<file path="src/rtl/alu_selftest.sv">
// alu_selftest: on-chip self-test sequencer for the 32-bit ALU.
// It owns the ALU input side. Vectors (command, operands, expected result,
// expected flags, flag mask) are written into a small store. A start pulse
// then runs the first n vectors in order and tallies passes and failures.
// It also records the index of the first failing vector.
//
// Ports
//   clk, reset                 clock (rising edge), async active-high reset
//   vec_we, vec_addr, vec_*    vector store write port (dropped while busy)
//   vec_count                  number of vectors to run, sampled at start
//   start                      run request pulse (ignored while busy)
//   alu_command/operandA/B     registered drive to the ALU
//   alu_result, alu_carryout,
//   alu_zero, alu_overflow     ALU outputs under test
//   busy, done                 run in progress / end-of-run pulse
//   pass_count, fail_count     per-run tallies
//   first_fail_valid/idx       first failing vector of the run
//
// state     | meaning
// ST_IDLE   | waiting for start; results of the last run held
// ST_APPLY  | drive entry[idx] onto the ALU, load settle timer
// ST_SETTLE | wait SETTLE cycles for the ALU outputs
// ST_CHECK  | compare result/flags, update tallies, advance idx
// ST_DONE   | one-cycle done pulse
module alu_selftest #(
    parameter int NUM_VECTORS = 8,
    parameter int SETTLE      = 2,
    localparam int IW = (NUM_VECTORS > 1) ? $clog2(NUM_VECTORS) : 1,
    localparam int CW = $clog2(NUM_VECTORS + 1)
) (
    input  logic          clk,
    input  logic          reset,
    input  logic          vec_we,
    input  logic [IW-1:0] vec_addr,
    input  logic [2:0]    vec_cmd,
    input  logic [31:0]   vec_a,
    input  logic [31:0]   vec_b,
    input  logic [31:0]   vec_exp_result,
    input  logic [2:0]    vec_exp_flags,
    input  logic [2:0]    vec_flag_mask,
    input  logic [CW-1:0] vec_count,
    input  logic          start,
    output logic [2:0]    alu_command,
    output logic [31:0]   alu_operandA,
    output logic [31:0]   alu_operandB,
    input  logic [31:0]   alu_result,
    input  logic          alu_carryout,
    input  logic          alu_zero,
    input  logic          alu_overflow,
    output logic          busy,
    output logic          done,
    output logic [CW-1:0] pass_count,
    output logic [CW-1:0] fail_count,
    output logic          first_fail_valid,
    output logic [IW-1:0] first_fail_idx
);

    localparam int SW = $clog2(SETTLE + 1);

    typedef enum logic [2:0] {
        ST_IDLE,
        ST_APPLY,
        ST_SETTLE,
        ST_CHECK,
        ST_DONE
    } state_t;

    state_t        state, state_nxt;
    logic          load_run;
    logic          last_vec;
    logic          match;
    logic [2:0]    flags_now;
    logic [CW-1:0] run_n;
    logic [CW-1:0] run_n_in;
    logic [IW-1:0] idx;
    logic [SW-1:0] settle_cnt;

    // Vector store: plain registers, deliberately not reset so loaded
    // vectors survive a reset of the sequencer.
    logic [2:0]  mem_cmd   [NUM_VECTORS];
    logic [31:0] mem_a     [NUM_VECTORS];
    logic [31:0] mem_b     [NUM_VECTORS];
    logic [31:0] mem_exp   [NUM_VECTORS];
    logic [2:0]  mem_flags [NUM_VECTORS];
    logic [2:0]  mem_mask  [NUM_VECTORS];

    always_ff @(posedge clk) begin
        if (vec_we && !busy && (int'(vec_addr) < NUM_VECTORS)) begin
            mem_cmd[vec_addr]   <= vec_cmd;
            mem_a[vec_addr]     <= vec_a;
            mem_b[vec_addr]     <= vec_b;
            mem_exp[vec_addr]   <= vec_exp_result;
            mem_flags[vec_addr] <= vec_exp_flags;
            mem_mask[vec_addr]  <= vec_flag_mask;
        end
    end

    assign run_n_in  = (vec_count > CW'(NUM_VECTORS)) ? CW'(NUM_VECTORS) : vec_count;
    assign last_vec  = (CW'(idx) == run_n - CW'(1));
    assign flags_now = {alu_carryout, alu_zero, alu_overflow};
    // Masked-off flags never cause a mismatch.
    assign match     = (alu_result == mem_exp[idx]) &&
                       (((flags_now ^ mem_flags[idx]) & mem_mask[idx]) == 3'b000);

    assign busy = (state != ST_IDLE);
    assign done = (state == ST_DONE);

    always_ff @(posedge clk or posedge reset) begin
        if (reset) begin
            state <= ST_IDLE;
        end else begin
            state <= state_nxt;
        end
    end

    always_comb begin
        state_nxt = state;
        load_run  = 1'b0;
        case (state)
            ST_IDLE: begin
                if (start) begin
                    load_run  = 1'b1;
                    state_nxt = (run_n_in == '0) ? ST_DONE : ST_APPLY;
                end
            end
            ST_APPLY:  state_nxt = ST_SETTLE;
            ST_SETTLE: begin
                if (settle_cnt == SW'(1)) begin
                    state_nxt = ST_CHECK;
                end
            end
            ST_CHECK:  state_nxt = last_vec ? ST_DONE : ST_APPLY;
            ST_DONE:   state_nxt = ST_IDLE;
            default:   state_nxt = ST_IDLE;
        endcase
    end

    always_ff @(posedge clk or posedge reset) begin
        if (reset) begin
            alu_command      <= 3'b000;
            alu_operandA     <= '0;
            alu_operandB     <= '0;
            pass_count       <= '0;
            fail_count       <= '0;
            first_fail_valid <= 1'b0;
            first_fail_idx   <= '0;
            idx              <= '0;
            run_n            <= '0;
            settle_cnt       <= '0;
        end else begin
            if (load_run) begin
                pass_count       <= '0;
                fail_count       <= '0;
                first_fail_valid <= 1'b0;
                first_fail_idx   <= '0;
                idx              <= '0;
                run_n            <= run_n_in;
            end
            if (state == ST_APPLY) begin
                alu_command  <= mem_cmd[idx];
                alu_operandA <= mem_a[idx];
                alu_operandB <= mem_b[idx];
                settle_cnt   <= SW'(SETTLE);
            end
            if (state == ST_SETTLE) begin
                settle_cnt <= settle_cnt - SW'(1);
            end
            if (state == ST_CHECK) begin
                if (match) begin
                    pass_count <= pass_count + CW'(1);
                end else begin
                    fail_count <= fail_count + CW'(1);
                    if (!first_fail_valid) begin
                        first_fail_valid <= 1'b1;
                        first_fail_idx   <= idx;
                    end
                end
                if (!last_vec) begin
                    idx <= idx + IW'(1);
                end
            end
        end
    end

endmodule

</file>
<file path="config.mk">
export PLATFORM = sky130hd
export DESIGN_NAME = alu_selftest
export DESIGN_NICKNAME = d
export VERILOG_FILES = /design/src/rtl/alu_selftest.sv
export SDC_FILE = /design/constraint.sdc
export NUM_CORES = 1
export LEC_CHECK = 0
export CORE_MARGIN = 4
export CORE_UTILIZATION = 54
export DETAILED_ROUTE_END_ITERATION = 16
export GPL_TIMING_DRIVEN = 0
export PLACE_DENSITY = 0.74
export SYNTH_ARGS = -nofsm -noshare
export SYNTH_HDL_FRONTEND = slang
export SYNTH_SLANG_ARGS = --single-unit
</file>
<file path="constraint.sdc">
create_clock -name clk -period 14.1 [get_ports clk]
set_input_delay 2.82 -clock clk [delete_from_list [all_inputs] [get_ports clk]]
set_output_delay 2.82 -clock clk [all_outputs]
set_load 0.02 [all_outputs]
</file>
* Word level (Yosys, flattened, before mapping)
Memories as Yosys holds them, arrays and structs flattened. A register that Yosys moved wholly into a read port is not among the register bits.
Index checks and enable logic that the tools add are counted.
** Storage, ports and cells
- Register bits :: 24
- RAM bits :: 840
- Input bits :: 151
- Memories :: 6
** Cells by class
- Add/subtract/negate cells :: 5
- Order comparisons :: 1
- Eq/ne operators :: 9
- Muxes and demuxes :: 29
- Bitwise gates (word level) :: 2
- Reduce and logical (&&, ||, !) cells :: 9
** Memories
- mem_a :: words 8, width 32, rd ports 1, clocked after memory_dff 1, wr ports 1, line 81 : logic [31:0] mem_a [NUM_VECTORS];
- mem_b :: words 8, width 32, rd ports 1, clocked after memory_dff 1, wr ports 1, line 82 : logic [31:0] mem_b [NUM_VECTORS];
- mem_exp :: words 8, width 32, rd ports 1, clocked after memory_dff 0, wr ports 1, line 83 : logic [31:0] mem_exp [NUM_VECTORS];
- mem_cmd :: words 8, width 3, rd ports 1, clocked after memory_dff 1, wr ports 1, line 80 : logic [2:0] mem_cmd [NUM_VECTORS];
- mem_flags :: words 8, width 3, rd ports 1, clocked after memory_dff 0, wr ports 1, line 84 : logic [2:0] mem_flags [NUM_VECTORS];
- mem_mask :: words 8, width 3, rd ports 1, clocked after memory_dff 0, wr ports 1, line 85 : logic [2:0] mem_mask [NUM_VECTORS];
** Operator list (count)
- 2-to-1 mux 3 bit :: 11
- equality test 32 bit :: 1
- 2-to-1 mux 4 bit :: 7
- case mux 3 bit (4 select lines) :: 1
- adder 4 x 1 -> 4 bit, second input constant :: 2
- 2-to-1 mux 1 bit :: 8
- equality test 3 x 2 -> 1 bit, second input constant :: 2
- logical NOT 3 bit :: 2
- equality test 3 x 4 -> 1 bit :: 1
- > comparator 4 bit, second input constant :: 1
- logical NOT 4 bit :: 1
- 2-to-1 mux 2 bit :: 2
- != test 2 bit, second input constant :: 2
- subtractor 4 x 1 -> 4 bit, second input constant :: 1
- adder 3 x 1 -> 3 bit, second input constant :: 1
- AND 3 bit :: 1
- equality test 3 x 1 -> 1 bit, second input constant :: 1
- equality test 3 bit, second input constant :: 1
- nonzero test 3 bit :: 1
- bitwise XOR 3 bit :: 1
- equality test 2 x 1 -> 1 bit, second input constant :: 1
- logical AND 1 bit :: 2
- AND reduction 2 bit :: 1
- nonzero test 2 bit :: 1
- other kinds (2) :: 2

* Logic depth before layout (Yosys ltp)
Gate-level depths: netlist of run 1.
An unclocked memory read counts as a cell.
- Word-level depth :: 7
- Gate-level depth with buffers :: 11
- Depth with buffers taken out :: 8

* Least setup slack after synthesis of run 1
Ideal clock, no wire load.
- Kind :: input to register
- From :: in vec_addr[0]
- To :: mem mem_a[0][0], enable pin
- Data arrival time :: 10.140 ns
- Required time :: 13.401 ns
- Slack :: 3.261 ns
- Stages on the path :: 2
- Path buffers :: 0
- Path through :: nand3b_1 -> nor3_1
** RTL lines
- from (decl) :: line 34 : input logic [IW-1:0] vec_addr,
- to (decl) :: line 81
No word-level cell before the write port.

* Worst setup path after layout of run 1
- From :: reg state[1]
- To :: out busy
** On the way
- Cells in the longest elaborated chain, start to end :: 1
** RTL lines
- from (decl) :: line 68 : state_t state, state_nxt;
- from (signal assigned) :: line 112 : state <= state_nxt;
- nonzero test 3 bit :: line 105 : assign busy = (state != ST_IDLE);
- to (decl) :: line 50 : output logic busy,
Every way passes these cells.

==> flow_summary.yaml, run 1 <==
clocking:
  cts_tree: "done"
  cts.clk_slew.worst_paths_ps: 60
  clk_latency_ps: 640
  htreeDepth: 3
  postCtsHoldBufs: 0
  cts.sinks: 931
  cts_buffers: 91
  cts_setup_buffers: 0
  cts.repair.resized: 0
  cts_buffer_depth: 3
  clockRootBuffer: "clkbuf_16"
global_route:
  grt_overflow: 0
  antenna_found_initial: 17
  grt_max_degree: 50
  grt_pass1_wl_um: 119000
  grt_usage_pct: 22.9
  grt_pass1_vias: 18600
power:
  peakVddDrop_uv: 143
  sw_frac_of_total_pct: 29.2
  p_sw_mw: 2.31
  p_int_mw: 5.59
  pwr-share-clk_pct: 30.4
  p_per_area_mw_per_mm2: 185
  p_comb_share_pct: 27.6
  leakagePower_nw: 14.1
  p_seq_share_pct: 42.0
sta:
  relSlewSlack_pct: 19.5
  finalHoldViolations: 0
  fmax_mhz: 173
  max_slew.worst_pin.slew_ps: 1210
  tns_ps: 0
  finalSetupViolations: 0
  fin_crit_sh_pct: 40.9
  fin_skew_ps: 20.4
  period_minus_slack_ps: 5770
  drv_slew: 0
  grt_setup_unrepaired: "no"
finish:
  fin_cells: 3006
  drive_gt1_share_pct: 19.7
  area_growth_pct: 20.6
  nets: 2224
flow_run:
  cap_viol_max_count: 0
synth:
  synth-simple-area-share_pct: 2.14
  synthAdderAreaFrac_pct: 0.176
  synth_xor_area_share_pct: 1.21
  synth_compound_area_share_pct: 2.04
  ys_ff_latch: 931
  synth_top_family_by_area: "multiplexers"
  synth.net_count: 1846
  synthesis.instances: 1690
  postSynthAreaPerCell_um2: 21.0
  synth_edf_count: 840
  synth_cell_types: 54
  muxShareOfSynthArea_pct: 15.7
  ys.flop_type: "edfxtp_1"
  ys_seq_area_share_pct: 77.5
  ys.warnings.count: 0
  synthArstFlopShare_pct: 9.77
  netlist_area_mm2: 0.0355
placed_design:
  port-buffer-count: 230
  placed_cells: 2830
  dp_hpwl_um: 52300
  finalWeightedCongestion: 0.749
routing:
  via_count: 17800
  drc_errors: 0
  vias_per_cell: 5.91
  drt_wl_total_um: 80300
  drtAntennaViolNets: 0
  wl_per_cell_um: 26.7
  drt_iter0_drc: 1414
  dr.pass1.iters: 5
worst_setup_path:
  crit_slowest_cell: "nor3_1"
  criticalPathCategory: "register to primary output"
  cp-start-kind: "register"
  r2r_start: "idx[1]"
  cp_cell_sequence: "buf_1 > nor3_1 > inv_1 > clkdlybuf4s50_1"
  r2r-end: "alu_operandB[18]"
  reg2regPathDepth: 10
  slowest_delay_ps: 970
  worstPathArrival_ps: 2950
  path_max_fanout: 10
  cp-end-kind: "primary output"
  cp.required_ps: 11280
  r2r_slack_ps: 9890
min_path:
  min_delay_path_depth: 1
  hold_class: "register to register"
  min_to: "fail_count[2]"
  min-delay-start: "fail_count[2]"
floorplanning:
  chipHeight_um: 264
  ios: 232
  initial_core_util_pct: 54.8
  die_w_um: 264
  die-area_mm2: 0.0699
  rows: 93
  core_area_mm2: 0.0648
run_status:
  outcome: "completed"
-- cell usage in the layout, fill, tap and decap left out, types with 9 or more instances in the layout --
| master | Yosys | layout |
|---|---|---|
| clkbuf_16 | 0 | 93 |
| clkinv_1 | 1 | 11 |
| nor2_1 | 83 | 77 |
| buf_2 | 20 | 20 |
| a22o_1 | 10 | 10 |
| mux2i_1 | 141 | 141 |
| a221oi_1 | 10 | 10 |
| edfxtp_1 | 840 | 840 |
| diode_2 | 0 | 10 |
| buf_1 | 25 | 25 |
| clkdlybuf4s50_1 | 0 | 230 |
| nand2_1 | 33 | 33 |
| buf_12 | 0 | 24 |
| inv_1 | 10 | 9 |
| buf_6 | 6 | 29 |
| clkinv_2 | 0 | 15 |
| a21oi_1 | 71 | 71 |
| xnor2_1 | 14 | 14 |
| xor2_1 | 35 | 35 |
| dfrtp_1 | 91 | 91 |
| mux4_2 | 184 | 184 |
| bufinv_16 | 0 | 9 |
| clkbuf_1 | 28 | 53 |
| nand3_1 | 12 | 12 |
-- layer usage --
metal	wire (µm)	vias up	GRT usage (%)
li1	-	7665	-
met2	41200	600	38.6
met1	31900	9360	30.9
met4	1890	14	6.75
met3	5200	112	4.65
met5	105	-	0
-- critical path, delay by kind of cell, from the launching register on --
kind / cells / cell delay (ps)
buffers and inverters: 3 / 960
flip-flops: 1 / 400
AND/OR/NAND/NOR: 1 / 970
-- registers in the layout, indices dropped and copies added, names as in the netlist, 24 cells and up --
name and flops:
alu_operandB 32, mem_flags 24, mem_exp 256, mem_cmd 24, alu_operandA 32, mem_mask 24
mem_b 256, mem_a 256
-- power groups by stage --
stage                     logic [mW]  registers [mW]  clock network (mW)
final                           2.18            3.32                2.40
after CTS                       2.22            3.32                2.44
after global routing            2.35            3.33                2.56
after detailed placement        2.21            3.37                   0
after global placement          2.13            3.39                   0
after floorplan                 1.28            3.48                   0
-- cell usage after synthesis, drive strengths merged (2+ instances only) --
master	count	area [µm²]
ha	5	62.6
nand2b	5	31.3
nand4	4	31.3
buf	54	284
nor2b	5	31.3
inv	11	41.3
nand2	33	124
nor4	4	43.8
mux2i	141	1410
a22oi	2	15.0
o21ai	9	48.8
mux2	2	22.5
and2	2	12.5
o211ai	3	22.5
dfrtp	91	2280
nor3b	2	15.0
xor2	35	307
xnor2	14	123
a21oi	71	355
a31o	2	17.5
nor2	83	312
or4	3	22.5
and3	2	12.5
edfxtp	840	25200
a22o	10	87.6
nand3	12	60.1
nor3	8	45.0
clkbuf	28	105
a221oi	10	87.6
o31ai	2	15.0
mux4	184	4140
-- final cells by class --
| cell class | count | area [µm²] |
|---|---|---|
| multi-input combinational | 665 | 7610 |
| antenna | 10 | 25.0 |
| timing repair buffer | 285 | 3200 |
| clock buffer | 122 | 2480 |
| buffer | 82 | 389 |
| fill | 4107 | 22000 |
| clock inverter | 44 | 493 |
| sequential | 931 | 27500 |
| inverter | 12 | 47.5 |
| tap | 855 | 1070 |
-- per-stage QoR --
step | utilization [%] | hold slack [ps] | power (mW) | area [µm²] | worst slack (ps)
after floorplan | - | 471 | 4.76 | 35500 | 3260
after global placement | 60.0 | 484 | 5.52 | 38900 | -5050
after global routing | 66.0 | 549 | 8.24 | 42800 | 8210
final | 66.1 | 509 | 7.90 | 42800 | 8330
after detailed placement | 61.4 | 514 | 5.57 | 39800 | 8370
after CTS | 66.0 | 522 | 7.98 | 42800 | 8280
-- how the worst max path moves through the flow --
stage / start / end / slack (ps)
final: state[1] / busy / 8330
after CTS: state[1] / busy / 8280
after global routing: state[1] / busy / 8210
after detailed placement: alu_overflow / fail_count[1] / 8370
after global placement: vec_addr[0] / mem_exp[0][24] / -5050
after floorplan: vec_addr[0] / mem_a[0][0] / 3260
-- cell families (layout without fill, tap and decap cells) --
group | after synthesis | count (layout)
adder cells (fa/ha/maj) | 5 | 5
multiplexers | 327 | 327
other | 0 | 10
AO/OA/AOI/OAI | 118 | 118
buffers and inverters | 94 | 545
AND/OR/NAND/NOR | 166 | 166
XOR/XNOR | 49 | 49
flip-flops | 931 | 931
No activity file was read; power rests on OpenSTA's default activity.
==> inputs of run 2 (changes only) <==
==> constraint.sdc (replaced) <==
create_clock -name clk -period 5.7 [get_ports clk]
set_input_delay 1.14 -clock clk [delete_from_list [all_inputs] [get_ports clk]]
set_output_delay 1.14 -clock clk [all_outputs]
set_load 0.02 [all_outputs]
==> flow_summary.yaml, run 2 (same netlist as run 1, synthesis figures left out) <==
sta:
  drv_slew: 0
  period_minus_slack_ps: 4210
  fin_skew_ps: 22.4
  fin_crit_sh_pct: 73.8
  max_slew.worst_pin.slew_ps: 1200
  finalHoldViolations: 0
  tns_ps: 0
  holdWs_ps: 516
  fmax_mhz: 238
  relSlewSlack_pct: 19.3
  grt_setup_unrepaired: "no"
  finalSetupViolations: 0
clocking:
  cts_buffers: 93
  cts_buffer_depth: 3
  cts.clk_slew.worst_paths_ps: 70
  clockRootBuffer: "clkbuf_16"
  postCtsHoldBufs: 0
  htreeDepth: 3
  cts.repair.resized: 0
  clk_latency_ps: 640
  cts_tree: "done"
  cts.sinks: 931
  cts_setup_buffers: 0
flow_run:
  cap_viol_max_count: 0
floorplanning:
  ios: 232
  die_w_um: 264
  die-area_mm2: 0.0699
  rows: 93
  initial_core_util_pct: 54.8
  chipHeight_um: 264
  core_area_mm2: 0.0648
global_route:
  grt_max_degree: 51
  grt_usage_pct: 23.4
  grt_overflow: 0
  antenna_found_initial: 16
  grt_pass1_wl_um: 122000
  grt_pass1_vias: 19100
finish:
  area_growth_pct: 22.3
  nets: 2221
  drive_gt1_share_pct: 20.3
  multi_input_area_mm2: 0.00762
  num-fill-cells: 4004
  layout_commonest_cell: "edfxtp_1"
  fin_cells: 3012
  mostFrequentLayoutCells: "edfxtp_1, clkdlybuf4s50_1, mux4_2, mux2i_1, clkbuf_16"
  reg.largest.list: "mem_a (256), mem_b (256), mem_exp (256)"
  fin_area_mm2: 0.0434
  regArea_mm2: 0.0275
placed_design:
  dp_hpwl_um: 53100
  dpl_cell_area_mm2: 0.0400
  placed_cells: 2825
  port-buffer-count: 230
  finalWeightedCongestion: 0.748
worst_setup_path:
  path_max_fanout: 10
  cp-end-kind: "register"
  r2r-end: "alu_operandB[14]"
  criticalPathCategory: "register to register"
  r2r_slack_ps: 1490
  r2r_start: "idx[1]"
  cp.required_ps: 6190
  crit_slowest_cell: "clkbuf_1"
  slowest_delay_ps: 690
  cp_cell_sequence: "buf_6 > buf_6 > buf_4 > buf_2 > clkbuf_1 > clkbuf_1 > buf_2 > mux4_2 > mux2i_1 > a21oi_1"
  cp-start-kind: "register"
  worstPathArrival_ps: 4700
  reg2regPathDepth: 10
routing:
  vias_per_cell: 5.99
  drtAntennaViolNets: 0
  wl_per_cell_um: 27.0
  dr.pass1.iters: 5
  via_count: 18000
  drt_wl_total_um: 81300
  drt_iter0_drc: 1493
  drc_errors: 0
power:
  p_seq_share_pct: 40.5
  p_per_area_mw_per_mm2: 466
  pwr-share-clk_pct: 32.4
  peakVddDrop_uv: 310
  sw_frac_of_total_pct: 28.9
  p_sw_mw: 5.84
  p_comb_share_pct: 27.1
  leakagePower_nw: 14.3
  p_int_mw: 14.4
min_path:
  hold_class: "register to register"
  min_delay_path_depth: 1
  min-delay-start: "fail_count[2]"
  min_to: "fail_count[2]"
run_status:
  outcome: "completed"
[run 2: cell types whose count changed in the layout (fill, tap and decap cells not counted), moves of 3 or more]
cell / previous run / this run
buf_6: 29 / 6
buf_16: 4 / 21
clkbuf_1: 53 / 41
buf_8: 2 / 11
bufinv_16: 9 / 18
buf_12: 24 / 18
clkbuf_16: 93 / 96
clkbuf_8: 4 / 7
clkinvlp_4: 5 / 8
diode_2: 10 / 13
[run 2: stage by stage]
| step | worst slack (ps) | utilization [%] | total power, mW |
|---|---|---|---|
| 2_1_floorplan | -640 | - | 11.8 |
| 3_3_place_gp | -6020 | 60.0 | 13.6 |
| 3_5_place_dp | 1400 | 61.8 | 13.8 |
| 4_1_cts | 1390 | 66.9 | 20.4 |
| 5_1_grt | 1230 | 67.0 | 21.1 |
| 6_report | 1490 | 67.0 | 20.2 |
[run 2: power by group through the flow]
stage / Clock (mW) / Sequential, mW / Combinational, mW
floorplan: 0 / 8.60 / 3.17
global placement: 0 / 8.36 / 5.28
detailed placement: 0 / 8.33 / 5.49
CTS: 6.65 / 8.20 / 5.55
global route: 6.96 / 8.24 / 5.88
finish: 6.55 / 8.20 / 5.48
[run 2: routing by layer]
layer / GRT usage (%) / wire length [µm] / part of all wire [%] / vias up
met5: 0 / 62 / 0.076 / -
met4: 8.00 / 2400 / 3.0 / 10
met3: 4.46 / 5160 / 6.3 / 148
met2: 39.7 / 42100 / 52 / 682
met1: 31.0 / 31600 / 39 / 9532
li1: - / - / - / 7669
[run 2: how the worst max path moves through the flow]
stage | cells past startpoint | startpoint | endpoint | slack [ps]
3_3_place_gp | 4 | state[1] | mem_exp[3][9] | -6020
6_report | 10 | idx[1] | alu_operandB[14] | 1490
4_1_cts | 10 | idx[1] | alu_operandB[14] | 1390
5_1_grt | 10 | idx[1] | alu_operandB[16] | 1230
3_5_place_dp | 10 | idx[1] | alu_operandB[14] | 1400
2_1_floorplan | 2 | vec_addr[0] | mem_a[6][0] | -640
[run 2: final cells by class]
cell class / count / area share (%)
flip-flops and latches: 931 / 63.3
multi-input cells: 665 / 17.6
repair buffers: 280 / 7.84
clock buffers: 116 / 5.87
well taps: 855 / 2.46
clock inverters: 58 / 1.84
plain buffers: 82 / 0.896
inverters: 12 / 0.110
diodes: 13 / 0.0749
[run 2: worst max-delay path: cells and delay by family (launching register included)]
kind,cells,cell delay [ps]
buffers and inverters,7,2820
AO/OA/AOI/OAI,1,140
flip-flops,1,450
multiplexers,2,640
